[config.mk]
export PLATFORM = sky130hd
export DESIGN_NAME = seq_alu_flat
export DESIGN_NICKNAME = d
export VERILOG_FILES = /design/src/rtl/seq_alu_pkg.sv /design/src/rtl/seq_alu_if.sv /design/src/rtl/seq_alu_iter_divider.sv /design/src/rtl/seq_alu.sv /design/src/flat_wrapper.sv
export SDC_FILE = /design/constraint.sdc
export NUM_CORES = 1
export LEC_CHECK = 0
export ABC_AREA = 1
export CELL_PAD_IN_SITES_DETAIL_PLACEMENT = 1
export CELL_PAD_IN_SITES_GLOBAL_PLACEMENT = 1
export CORE_UTILIZATION = 40
export CTS_CLUSTER_DIAMETER = 30
export CTS_CLUSTER_SIZE = 40
export DETAILED_ROUTE_END_ITERATION = 6
export HOLD_SLACK_MARGIN = 0.1
export PLACE_DENSITY = 0.81
export SLEW_MARGIN = 20
export SYNTH_ARGS = -nofsm -noshare
export SYNTH_HDL_FRONTEND = slang
export SYNTH_SLANG_ARGS = --single-unit
[constraint.sdc]
create_clock -name clk -period 18.6 [get_ports clk]
set_clock_uncertainty 0.1 [all_clocks]
set_input_delay 3.72 -clock clk [delete_from_list [all_inputs] [get_ports clk]]
set_output_delay 3.72 -clock clk [all_outputs]
set_load 0.02 [all_outputs]
[src/rtl/seq_alu_pkg.sv]
// Shared op codes, FSM state encoding and flag bit positions for the multi-cycle ALU.
package seq_alu_pkg;

  localparam logic [3:0] OP_ADD  = 4'b0000;
  localparam logic [3:0] OP_SUB  = 4'b0001;
  localparam logic [3:0] OP_AND  = 4'b0010;
  localparam logic [3:0] OP_OR   = 4'b0011;
  localparam logic [3:0] OP_MUL  = 4'b0100;
  localparam logic [3:0] OP_UDIV = 4'b0110;
  localparam logic [3:0] OP_SDIV = 4'b0111;

  localparam int FLAG_N = 3;
  localparam int FLAG_Z = 2;
  localparam int FLAG_C = 1;
  localparam int FLAG_V = 0;

  typedef enum logic [1:0] {
    S_IDLE = 2'd0,
    S_MUL  = 2'd1,
    S_DIV  = 2'd2,
    S_FIX  = 2'd3
  } state_t;

endpackage

[src/rtl/seq_alu_if.sv]
// Request/response bundle between the execute-stage controller and seq_alu.
interface seq_alu_if #(parameter int WIDTH = 32);
  logic             start;
  logic [3:0]       ALUControl;
  logic [WIDTH-1:0] a;
  logic [WIDTH-1:0] b;
  logic             busy;
  logic             done;
  logic [WIDTH-1:0] Result;
  logic [WIDTH-1:0] Remainder;
  logic [3:0]       ALUFlags;

  modport master (
    output start, ALUControl, a, b,
    input  busy, done, Result, Remainder, ALUFlags
  );

  modport slave (
    input  start, ALUControl, a, b,
    output busy, done, Result, Remainder, ALUFlags
  );
endinterface

[src/rtl/seq_alu_iter_divider.sv]
// Unsigned restoring divider: one quotient bit per step, WIDTH steps after load.
module iter_divider #(
  parameter int WIDTH = 32
) (
  input  logic             clk,
  input  logic             reset,
  input  logic             load,
  input  logic             step,
  input  logic [WIDTH-1:0] dividend,
  input  logic [WIDTH-1:0] divisor,
  output logic [WIDTH-1:0] quotient,
  output logic [WIDTH-1:0] remainder
);

  logic [WIDTH-1:0] dvs;
  logic [WIDTH:0]   trial;

  // Borrow in the top bit means the shifted partial remainder was below the divisor.
  always_comb trial = {remainder, quotient[WIDTH-1]} - {1'b0, dvs};

  always_ff @(posedge clk or posedge reset) begin
    if (reset) begin
      quotient  <= '0;
      remainder <= '0;
      dvs       <= '0;
    end else if (load) begin
      quotient  <= dividend;
      remainder <= '0;
      dvs       <= divisor;
    end else if (step) begin
      if (!trial[WIDTH]) begin
        remainder <= trial[WIDTH-1:0];
        quotient  <= {quotient[WIDTH-2:0], 1'b1};
      end else begin
        remainder <= {remainder[WIDTH-2:0], quotient[WIDTH-1]};
        quotient  <= {quotient[WIDTH-2:0], 1'b0};
      end
    end
  end

endmodule

[src/rtl/seq_alu.sv]
// Multi-cycle execute-stage ALU: single-cycle logic ops, iterative multiply and divide.
// state | meaning
// IDLE  | accepting start; single-cycle ops and divide-by-zero complete here
// MUL   | one shift-add step per cycle, WIDTH steps
// DIV   | one restoring step on magnitudes per cycle, WIDTH steps
// FIX   | apply quotient/remainder signs, raise done
module seq_alu
  import seq_alu_pkg::*;
#(
  parameter int WIDTH    = 32,
  parameter bit MUL_HIGH = 1'b0
) (
  input  logic     clk,
  input  logic     reset,
  seq_alu_if.slave bus
);

  localparam int CW = $clog2(WIDTH + 1);

  state_t             state;
  logic [CW-1:0]      count;
  logic [WIDTH-1:0]   mul_a;
  logic [2*WIDTH-1:0] mul_acc;
  logic [2*WIDTH-1:0] mul_next;
  logic [WIDTH:0]     mul_sum;
  logic [WIDTH-1:0]   mul_res;
  logic               neg_q;
  logic               neg_r;

  logic [WIDTH-1:0]   b_op;
  logic [WIDTH:0]     sum;
  logic [WIDTH-1:0]   imm_res;
  logic               imm_c;
  logic               imm_v;
  logic               is_div;
  logic               is_sdiv;
  logic               b_zero;
  logic [WIDTH-1:0]   a_mag;
  logic [WIDTH-1:0]   b_mag;
  logic               div_load;
  logic [WIDTH-1:0]   quot;
  logic [WIDTH-1:0]   rem;

  function automatic logic [3:0] mk_flags(logic [WIDTH-1:0] r, logic c, logic v);
    logic [3:0] f;
    f         = '0;
    f[FLAG_N] = r[WIDTH-1];
    f[FLAG_Z] = (r == '0);
    f[FLAG_C] = c;
    f[FLAG_V] = v;
    return f;
  endfunction

  always_comb begin
    b_op    = (bus.ALUControl == OP_SUB) ? ~bus.b : bus.b;
    sum     = {1'b0, bus.a} + {1'b0, b_op} + {{WIDTH{1'b0}}, bus.ALUControl == OP_SUB};
    imm_res = '0;
    imm_c   = 1'b0;
    imm_v   = 1'b0;
    case (bus.ALUControl)
      OP_ADD, OP_SUB: begin
        imm_res = sum[WIDTH-1:0];
        imm_c   = sum[WIDTH];
        imm_v   = (bus.a[WIDTH-1] == b_op[WIDTH-1]) && (sum[WIDTH-1] != bus.a[WIDTH-1]);
      end
      OP_AND:  imm_res = bus.a & bus.b;
      OP_OR:   imm_res = bus.a | bus.b;
      default: imm_res = '0;
    endcase

    is_div   = (bus.ALUControl == OP_UDIV) || (bus.ALUControl == OP_SDIV);
    is_sdiv  = (bus.ALUControl == OP_SDIV);
    b_zero   = (bus.b == '0);
    a_mag    = (is_sdiv && bus.a[WIDTH-1]) ? ({WIDTH{1'b0}} - bus.a) : bus.a;
    b_mag    = (is_sdiv && bus.b[WIDTH-1]) ? ({WIDTH{1'b0}} - bus.b) : bus.b;
    div_load = (state == S_IDLE) && bus.start && is_div && !b_zero;

    // Add into the upper half, then shift the whole product right one place.
    mul_sum  = {1'b0, mul_acc[2*WIDTH-1:WIDTH]} + {1'b0, (mul_acc[0] ? mul_a : {WIDTH{1'b0}})};
    mul_next = {mul_sum, mul_acc[WIDTH-1:1]};
    mul_res  = MUL_HIGH ? mul_next[2*WIDTH-1:WIDTH] : mul_next[WIDTH-1:0];
  end

  iter_divider #(.WIDTH(WIDTH)) u_div (
    .clk       (clk),
    .reset     (reset),
    .load      (div_load),
    .step      (state == S_DIV),
    .dividend  (a_mag),
    .divisor   (b_mag),
    .quotient  (quot),
    .remainder (rem)
  );

  always_ff @(posedge clk or posedge reset) begin
    if (reset) begin
      state         <= S_IDLE;
      count         <= '0;
      mul_a         <= '0;
      mul_acc       <= '0;
      neg_q         <= 1'b0;
      neg_r         <= 1'b0;
      bus.busy      <= 1'b0;
      bus.done      <= 1'b0;
      bus.Result    <= '0;
      bus.Remainder <= '0;
      bus.ALUFlags  <= '0;
    end else begin
      bus.done <= 1'b0;
      case (state)
        S_IDLE: begin
          if (bus.start) begin
            if (bus.ALUControl == OP_MUL) begin
              mul_a    <= bus.a;
              mul_acc  <= {{WIDTH{1'b0}}, bus.b};
              count    <= CW'(WIDTH);
              bus.busy <= 1'b1;
              state    <= S_MUL;
            end else if (is_div && !b_zero) begin
              neg_q    <= is_sdiv && (bus.a[WIDTH-1] ^ bus.b[WIDTH-1]);
              neg_r    <= is_sdiv && bus.a[WIDTH-1];
              count    <= CW'(WIDTH);
              bus.busy <= 1'b1;
              state    <= S_DIV;
            end else if (is_div) begin
              bus.Result    <= '1;
              bus.Remainder <= bus.a;
              bus.ALUFlags  <= mk_flags('1, 1'b0, 1'b0);
              bus.done      <= 1'b1;
            end else begin
              bus.Result    <= imm_res;
              bus.Remainder <= '0;
              bus.ALUFlags  <= mk_flags(imm_res, imm_c, imm_v);
              bus.done      <= 1'b1;
            end
          end
        end
        S_MUL: begin
          mul_acc <= mul_next;
          count   <= count - CW'(1);
          if (count == CW'(1)) begin
            bus.Result    <= mul_res;
            bus.Remainder <= '0;
            bus.ALUFlags  <= mk_flags(mul_res, 1'b0, 1'b0);
            bus.done      <= 1'b1;
            bus.busy      <= 1'b0;
            state         <= S_IDLE;
          end
        end
        S_DIV: begin
          count <= count - CW'(1);
          if (count == CW'(1)) state <= S_FIX;
        end
        S_FIX: begin
          bus.Result    <= neg_q ? ({WIDTH{1'b0}} - quot) : quot;
          bus.Remainder <= neg_r ? ({WIDTH{1'b0}} - rem) : rem;
          bus.ALUFlags  <= mk_flags(neg_q ? ({WIDTH{1'b0}} - quot) : quot, 1'b0, 1'b0);
          bus.done      <= 1'b1;
          bus.busy      <= 1'b0;
          state         <= S_IDLE;
        end
        default: state <= S_IDLE;
      endcase
    end
  end

endmodule

[src/flat_wrapper.sv]
// flat-port wrapper written by rule: the top's interface ports become plain ports
module seq_alu_flat import seq_alu_pkg::*;
#(
  parameter int WIDTH    = 32,
  parameter bit MUL_HIGH = 1'b0
)
  (clk, reset, bus_start, bus_ALUControl, bus_a, bus_b, bus_busy, bus_done, bus_Result, bus_Remainder, bus_ALUFlags);
  seq_alu_if #(.WIDTH(WIDTH)) bus_i ();
  input  logic clk;
  input  logic reset;
  input wire logic [$bits(bus_i.start)-1:0] bus_start;
  input wire logic [$bits(bus_i.ALUControl)-1:0] bus_ALUControl;
  input wire logic [$bits(bus_i.a)-1:0] bus_a;
  input wire logic [$bits(bus_i.b)-1:0] bus_b;
  output wire logic [$bits(bus_i.busy)-1:0] bus_busy;
  output wire logic [$bits(bus_i.done)-1:0] bus_done;
  output wire logic [$bits(bus_i.Result)-1:0] bus_Result;
  output wire logic [$bits(bus_i.Remainder)-1:0] bus_Remainder;
  output wire logic [$bits(bus_i.ALUFlags)-1:0] bus_ALUFlags;
  assign bus_i.start = bus_start;
  assign bus_i.ALUControl = bus_ALUControl;
  assign bus_i.a = bus_a;
  assign bus_i.b = bus_b;
  assign bus_busy = bus_i.busy;
  assign bus_done = bus_i.done;
  assign bus_Result = bus_i.Result;
  assign bus_Remainder = bus_i.Remainder;
  assign bus_ALUFlags = bus_i.ALUFlags;
  seq_alu #(.WIDTH(WIDTH), .MUL_HIGH(MUL_HIGH)) u_core (.clk(clk), .reset(reset), .bus(bus_i));
endmodule
Word level (Yosys, flattened, before mapping)
Index checks and enable logic that the tools add are counted.
- logic and storage cells: 132
- latch bits: 0
- RAM bits: 0
- bits in registers: 272
- memories kept: 0
- memory bits (read-only): 0
- add/sub/neg operators: 9
- shift-type cells: 0
- $mul: 0
- div/mod/pow operators: 0
- magnitude comparators: 0
- reduce and logical (&&, ||, !) cells: 29
- equality and inequality tests: 19
- mux-type cells: 56
- bitwise gates (word level): 5
- operators by type and width (kind ; number):
    2-to-1 mux 32 bit ; 21
    case mux 32 bit (3 select lines) ; 3
    logical NOT 32 bit ; 4
    2-to-1 mux 64 bit ; 2
    case mux 64 bit (2 select lines) ; 1
    subtractor 1 x 32 -> 32 bit, first input constant ; 4
    adder 32 x 32 -> 33 bit ; 2
    adder 33 x 1 -> 33 bit ; 1
    subtractor 33 x 32 -> 33 bit ; 1
    bitwise AND 32 bit ; 1
    NOT 32 bit ; 1
    OR 32 bit ; 1
    2-to-1 mux 4 bit ; 5
    2-to-1 mux 6 bit ; 3
    == test 4 x 3 -> 1 bit, second input constant ; 3
    case mux 4 bit (3 select lines) ; 1
    case mux 6 bit (2 select lines) ; 1
    AND reduction 4 bit ; 3
    2-to-1 mux 1 bit ; 11
    2-to-1 mux 2 bit ; 5
    AND reduction 3 bit ; 3
    == test 4 x 2 -> 1 bit, second input constant ; 2
    logical AND 1 bit ; 8
    inequality test 2 bit, second input constant ; 4
    other kinds (21) ; 27

Logic depth before layout (Yosys ltp)
- depth after elaboration: 12
- gate-level depth with buffers: 27
- mapped depth without buffers: 25

By module
A second synthesis with hierarchy kept.
- cells, all modules: 3629
- area total of the unflattened synthesis: 23415.0 sq um
- modules (own cells, without submodules) (module ; cells an instance ; seq. area each (sq um) ; area an instance (sq um) ; instances):
    seq_alu ; 2591 ; 4379.2 ; 16618.4 ; 1
    iter_divider ; 1038 ; 2402.3 ; 6796.5 ; 1

Worst setup path after synthesis
No wires, ideal clock.
- path type: in2reg
- from: input bus_ALUControl[0]
- to: register u_core.bus.ALUFlags[2]
- buffers on the path: 2
- arrival: 6.460 ns
- cell stages on the path: 24
- slack: 11.974 ns
- setup time: 0.065 ns
- cells stage by stage: buf_4 -> inv_2 -> nor2_2 -> nand2_1 -> buf_1 -> xor2_1 -> ha_1 -> nand2_1 -> inv_1 -> a21oi_1 -> nor2_1 -> nor2_1 -> nand2_1 -> a21oi_1 -> nand2_1 -> nand3_1 -> nand2_1 -> nor2_1 -> nand2_1 -> nor2_1 -> nand3_1 -> nand2_1 -> nand2_1 -> nand2_1
- word-level cells in the longest chain between the ends: 11
- ends and longest elaborated chain (what ; RTL line ; RTL):
    start, declared ; flat_wrapper.sv:12 ; input wire logic [$bits(bus_i.ALUControl)-1:0] bus_ALUControl;
    == test 4 x 1 -> 1 bit ; seq_alu.sv:55, seq_alu.sv:56, seq_alu.sv:60 ;
    2-to-1 mux 32 bit ; seq_alu.sv:55 ; b_op = (bus.ALUControl == OP_SUB) ? ~bus.b : bus.b;
    adder 32 x 32 -> 33 bit ; seq_alu.sv:56 ; sum = {1'b0, bus.a} + {1'b0, b_op} + {{WIDTH{1'b0}}, bus.ALUControl == OP_SUB};
    adder 33 x 1 -> 33 bit ; seq_alu.sv:56 ;
    case mux 32 bit (3 select lines) ; seq_alu.sv:60 ; case (bus.ALUControl)
    logical NOT 32 bit ; seq_alu.sv:48 ; f[FLAG_Z] = (r == '0);
    2-to-1 mux 4 bit ; seq_alu.sv:125 ; end else if (is_div) begin
    2-to-1 mux 4 bit ; seq_alu.sv:119 ; end else if (is_div && !b_zero) begin
    2-to-1 mux 4 bit ; seq_alu.sv:113 ; if (bus.ALUControl == OP_MUL) begin
    2-to-1 mux 4 bit ; seq_alu.sv:112 ; if (bus.start) begin
    case mux 4 bit (3 select lines) ; seq_alu.sv:110 ; case (state)
    end signal, assigned ; seq_alu.sv:128 ; bus.ALUFlags <= mk_flags('1, 1'b0, 1'b0);
    end signal, assigned ; seq_alu.sv:133 ; bus.ALUFlags <= mk_flags(imm_res, imm_c, imm_v);
    end signal, assigned ; seq_alu.sv:144 ; bus.ALUFlags <= mk_flags(mul_res, 1'b0, 1'b0);
    end, declared ; seq_alu_if.sv:20 ; output busy, done, Result, Remainder, ALUFlags
Several ways; a longest one is shown, not always the timed one. The select of a mux whose other input is x is not followed.
A chain may end at the register's enable or synchronous reset.

Worst setup path in the final report
- from: input bus_ALUControl[0]
- to: register u_core.bus.Result[26]
- word-level cells in the longest chain between the ends: 10
- ends and longest elaborated chain (what ; RTL line ; RTL):
    == test 4 x 1 -> 1 bit ; seq_alu.sv:55, seq_alu.sv:56, seq_alu.sv:60 ;
    2-to-1 mux 32 bit ; seq_alu.sv:55 ;
    adder 32 x 32 -> 33 bit ; seq_alu.sv:56 ;
    adder 33 x 1 -> 33 bit ; seq_alu.sv:56 ;
    case mux 32 bit (3 select lines) ; seq_alu.sv:60 ;
    2-to-1 mux 32 bit ; seq_alu.sv:125 ;
    2-to-1 mux 32 bit ; seq_alu.sv:119 ;
    2-to-1 mux 32 bit ; seq_alu.sv:113 ;
    2-to-1 mux 32 bit ; seq_alu.sv:112 ;
    case mux 32 bit (3 select lines) ; seq_alu.sv:110 ;
    end signal, assigned ; seq_alu.sv:131 ; bus.Result <= imm_res;
    end signal, assigned ; seq_alu.sv:142 ; bus.Result <= mul_res;
    end signal, assigned ; seq_alu.sv:155 ; bus.Result <= neg_q ? ({WIDTH{1'b0}} - quot) : quot;
    end, declared ; seq_alu_if.sv:20 ;
Several ways; a longest one is shown, not always the timed one. The select of a mux whose other input is x is not followed.

==> summary by stage <==
STA
Setup repair after global routing left no endpoint under its margin. The number of hold violations in the final report is 0. The time the worst path needs with I/O delays and setup is 7760 ps. The final critical path takes up 41.7% of the cycle. The transition time at the pin with the least slew margin is 1060 ps. The worst max-slew margin expressed relative to the limit is 29.0%. The final sum of negative setup slack is 0 ps. The maximum achievable frequency is 129 MHz.

Setup violations remaining at the end of the flow were counted as 0. The number of max-slew violations in the final report is 0.

Floorplanning
The die covers 0.0578 mm². The initial cell density of the core is 40.4%. The die span in y is 240 µm. The die is 240 µm wide.

The top-level port count is 141. Row generation in the floorplan step produced 87 rows. In this run the standard cell core region covers 0.0563 mm².

Detailed routing
In the routed design, unresolved DRC markers number 0. In the final routed layout, each cell accounts on average for 24.3 µm. The number of iterations in the first detailed-routing pass is 7. After detailed routing, the number of vias per cell comes to 5.88. The count of nets left with antenna violations once routing finished came out at 0.

The post-detailed-routing wire length is 106,000 µm. The routed layout has 25,756 vias. In this run, the number of DRC markers left after iteration 0 of detailed routing was 2,393.

Critical path
The path depth of the worst reg2reg path is 12. Walking the worst path, the cells encountered are clkdlybuf4s50_1, inv_2, nor2_2, nand2_1, buf_4, xor2_1, inv_1, fa_1, inv_1, nand4_1, nand2_1, nand2_1, nand2_1, nand2_1, nand2_1, nand2_1, nand2_1, nand2_1, nand3_1, nand3_1, o21ai_0, a41oi_1. STA classifies the critical path endpoint as a register. By instance count, the cell type seen most on the critical path is sky130_fd_sc_hd__nand2_1. The family with the most delay on the worst path is buffers and inverters. Among all stages on the critical path, the largest delay is contributed by sky130_fd_sc_hd__clkdlybuf4s50_1. STA classifies the critical path startpoint as a primary input. The largest fanout on the critical path is 31. Data on the critical path arrives at its endpoint at 8100 ps. The kind of critical path is in2reg. The worst flop-to-flop path endpoint is u_core.bus.Remainder[21]$_DFFE_PP0P_. The biggest cell delay along the critical path is 590 ps. The worst path buffer plus inverter count is 5. The startpoint identified for the worst register-to-register timing path is u_core.state[1]$_DFFE_PP0P_.

At the worst endpoint, the required time is 18,940 ps. The worst register-to-register path has a setup slack of 13,810 ps.

Synthesis
For this run, asynchronously set or reset flops after synthesis account for 100%. The number of enable flip-flop cells after synthesis is 0. Of the synthesized area, sequential elements account for 29.8%. The cell count after synthesis came out at 3,421. The number of warnings reported in the yosys synthesis log is 0. The number of nets in the synthesized netlist is 3,613. Synthesis instantiated 65 different standard cells from the library. Counting flops and latches in the post-synthesis netlist gives 271. Each instance of the synthesized netlist takes up on average 6.65 µm². The most used flip-flop cell after synthesis is sky130_fd_sc_hd__dfrtp_1. The mapped netlist covers 0.0227 mm².

Place
The instance count after placement with tap cells included is 4,227. The placer's final routability congestion estimate is 1.05. In this run the tool buffered the top-level ports with 140 buffer cells. The HPWL after detailed placement is 79,500 µm.

Min path
In this run the most critical hold path is launched from u_core.mul_a[31]$_DFFE_PP0P_. The path with the worst hold slack has its endpoint at u_core.mul_a[31]$_DFFE_PP0P_. Counting instances, the worst hold path has a depth of 2.

The worst min-delay path class is reg2reg.

Global route
The via count of the first global-routing pass was 26,380. Entering global routing, the biggest net connects 135 pins. The wire length of the first global-routing pass is 160,000 µm.

The number of antenna violations at the first check in global routing is 5. The total grt overflow is 0. Global routing used 37.0% of the available tracks across all layers.

Clock tree
The clock sink count is 271. In this run, post-CTS hold repair placed 0 buffers. CTS built an H-tree with a depth of 3. The number of clock buffers inserted by TritonCTS is 82. The longest clock path from root to sink contains 3 buffers. In this run the clock root is driven by a sky130_fd_sc_hd__clkbuf_16.

The latest clock arrival within the worst-skew pair is 630 ps. In this run, post-CTS repair resized a total of 0 instances. TritonCTS built the clock tree.

Clock-pin slew was measured on the worst setup and hold paths at 40 ps. The post-CTS setup repair buffer count is 0.

Finish
The most common cell after layout, fill and taps aside is sky130_fd_sc_hd__nand2_1. The post-route netlist has 7.48% of its cells at a drive strength greater than 1. The final standard cell count with taps included and fillers excluded is 4,379. The total inserted antenna cells is 0. Leaving out fill and tap cells, the most frequent cells in the layout are 844 x sky130_fd_sc_hd__nand2_1, 453 x sky130_fd_sc_hd__inv_1, 341 x sky130_fd_sc_hd__nor2_1, 273 x sky130_fd_sc_hd__o21ai_0, 271 x sky130_fd_sc_hd__dfrtp_1.

Compared with the post-synthesis result, the final layout area differs by 21.9%. For this run, the post-layout net count is 3,747. Cells fill 49.3% of the core in the end.

Pwr
The leakage power is 0.0134 µW. For this design the ratio of total power to cell area is 196 mW/mm². The worst-case vdd ir drop is 0.150 mV.

Run
The tool flagged a number of max-cap violations equal to 0.

Run status
The run finished with clean final reports.
[state kept, by name, indices dropped and copies added (netlist names), 2 cells and up]
register and count:
u_core.mul_a 32, u_core.u_div.dvs 32, u_core.count 6, u_core.state 2, u_core.bus.Remainder 32, u_core.bus.ALUFlags 4, u_core.mul_acc 64, u_core.bus.Result 31
u_core.u_div.remainder 32, u_core.u_div.quotient 32
[worst min-delay path: cells and delay by family, from the launching register on]
| family | cells | cell delay, ps |
|---|---|---|
| flops | 1 | 330 |
| compound gates | 1 | 60 |
| simple gates | 1 | 50 |
[synthesized netlist by cell type, types with 11 or more instances]
library cell	n	area share [%]
sky130_fd_sc_hd__dfrtp_1	271	30
sky130_fd_sc_hd__o31ai_1	16	0.53
sky130_fd_sc_hd__nand2_1	846	14
sky130_fd_sc_hd__o21ai_0	273	6.0
sky130_fd_sc_hd__buf_2	32	0.70
sky130_fd_sc_hd__xor2_1	110	4.2
sky130_fd_sc_hd__a21oi_1	221	4.9
sky130_fd_sc_hd__o21ai_1	60	1.3
sky130_fd_sc_hd__nand3b_1	16	0.53
sky130_fd_sc_hd__inv_1	454	7.5
sky130_fd_sc_hd__nor2_1	343	5.7
sky130_fd_sc_hd__nand4_1	57	1.6
sky130_fd_sc_hd__nand3_1	211	4.6
sky130_fd_sc_hd__a41oi_1	11	0.42
sky130_fd_sc_hd__inv_2	16	0.26
sky130_fd_sc_hd__ha_1	118	6.5
sky130_fd_sc_hd__xnor2_1	21	0.81
sky130_fd_sc_hd__a31oi_1	61	1.7
sky130_fd_sc_hd__nand2_2	20	0.55
sky130_fd_sc_hd__nor3_1	27	0.59
sky130_fd_sc_hd__clkbuf_1	63	1.0
sky130_fd_sc_hd__nor3_2	13	0.57
sky130_fd_sc_hd__o221ai_1	33	1.3
[area by class of cell]
class / instances / area (µm²)
Multi-Input combinational cell: 2567 / 13700
Fill cell: 7263 / 28600
Sequential cell: 271 / 6780
Clock inverter: 51 / 698
Timing Repair Buffer: 162 / 1570
Tap cell: 756 / 946
Clock buffer: 101 / 2250
Inverter: 471 / 1780
[metal layers]
| layer | wire length, µm | part of all wire (%) | global-route usage, % |
|---|---|---|---|
| met5 | 25 | 0.024 | 0 |
| met4 | 7800 | 7.3 | 24.6 |
| met3 | 8640 | 8.1 | 7.28 |
| met2 | 47200 | 44 | 58.2 |
| met1 | 42600 | 40 | 46.0 |
[cells by family after synthesis]
kind of cell	synth area share, %
flops	29.8
fa+ha+maj	6.76
compound gates	18.5
buf+inv	10.1
simple gates	29.7
mux	0.0495
xor+xnor	5.12
[power breakdown]
group / switching, µW / internal [µW] / leakage, µW
logic: 1940 / 904 / 0.00852
registers: 229 / 861 / 0.00342
clock network: 456 / 1040 / 0.00142
total: 2630 / 2800 / 0.0134
[through the flow]
stage,setup slack [ps],hold WS (ps),total power [µW],cell area (µm²)
after detailed placement,10310,373,3820,24800
final,10840,380,5430,27700
after global routing,10590,407,5760,27700
after global placement,10250,364,3740,24800
after floorplan,7310,353,2930,22700
after CTS,10930,385,5390,27700
[worst max-delay path by stage]
stage                      start                            endpoint  slack, ps  cells after the start
6_report       bus_ALUControl[0]   u_core.bus.Result[26]$_DFFE_PP0P_      10840                     22
5_1_grt        bus_ALUControl[2]      u_core.mul_acc[44]$_DFFE_PP0P_      10590                     16
4_1_cts        bus_ALUControl[0]   u_core.bus.Result[26]$_DFFE_PP0P_      10930                     22
3_5_place_dp   bus_ALUControl[0]   u_core.bus.Result[26]$_DFFE_PP0P_      10310                     22
3_3_place_gp   bus_ALUControl[0]   u_core.bus.Result[26]$_DFFE_PP0P_      10250                     22
2_1_floorplan              reset  u_core.bus.ALUFlags[0]$_DFFE_PP0P_       7310                      1
Power figures use the tool's default switching activity.
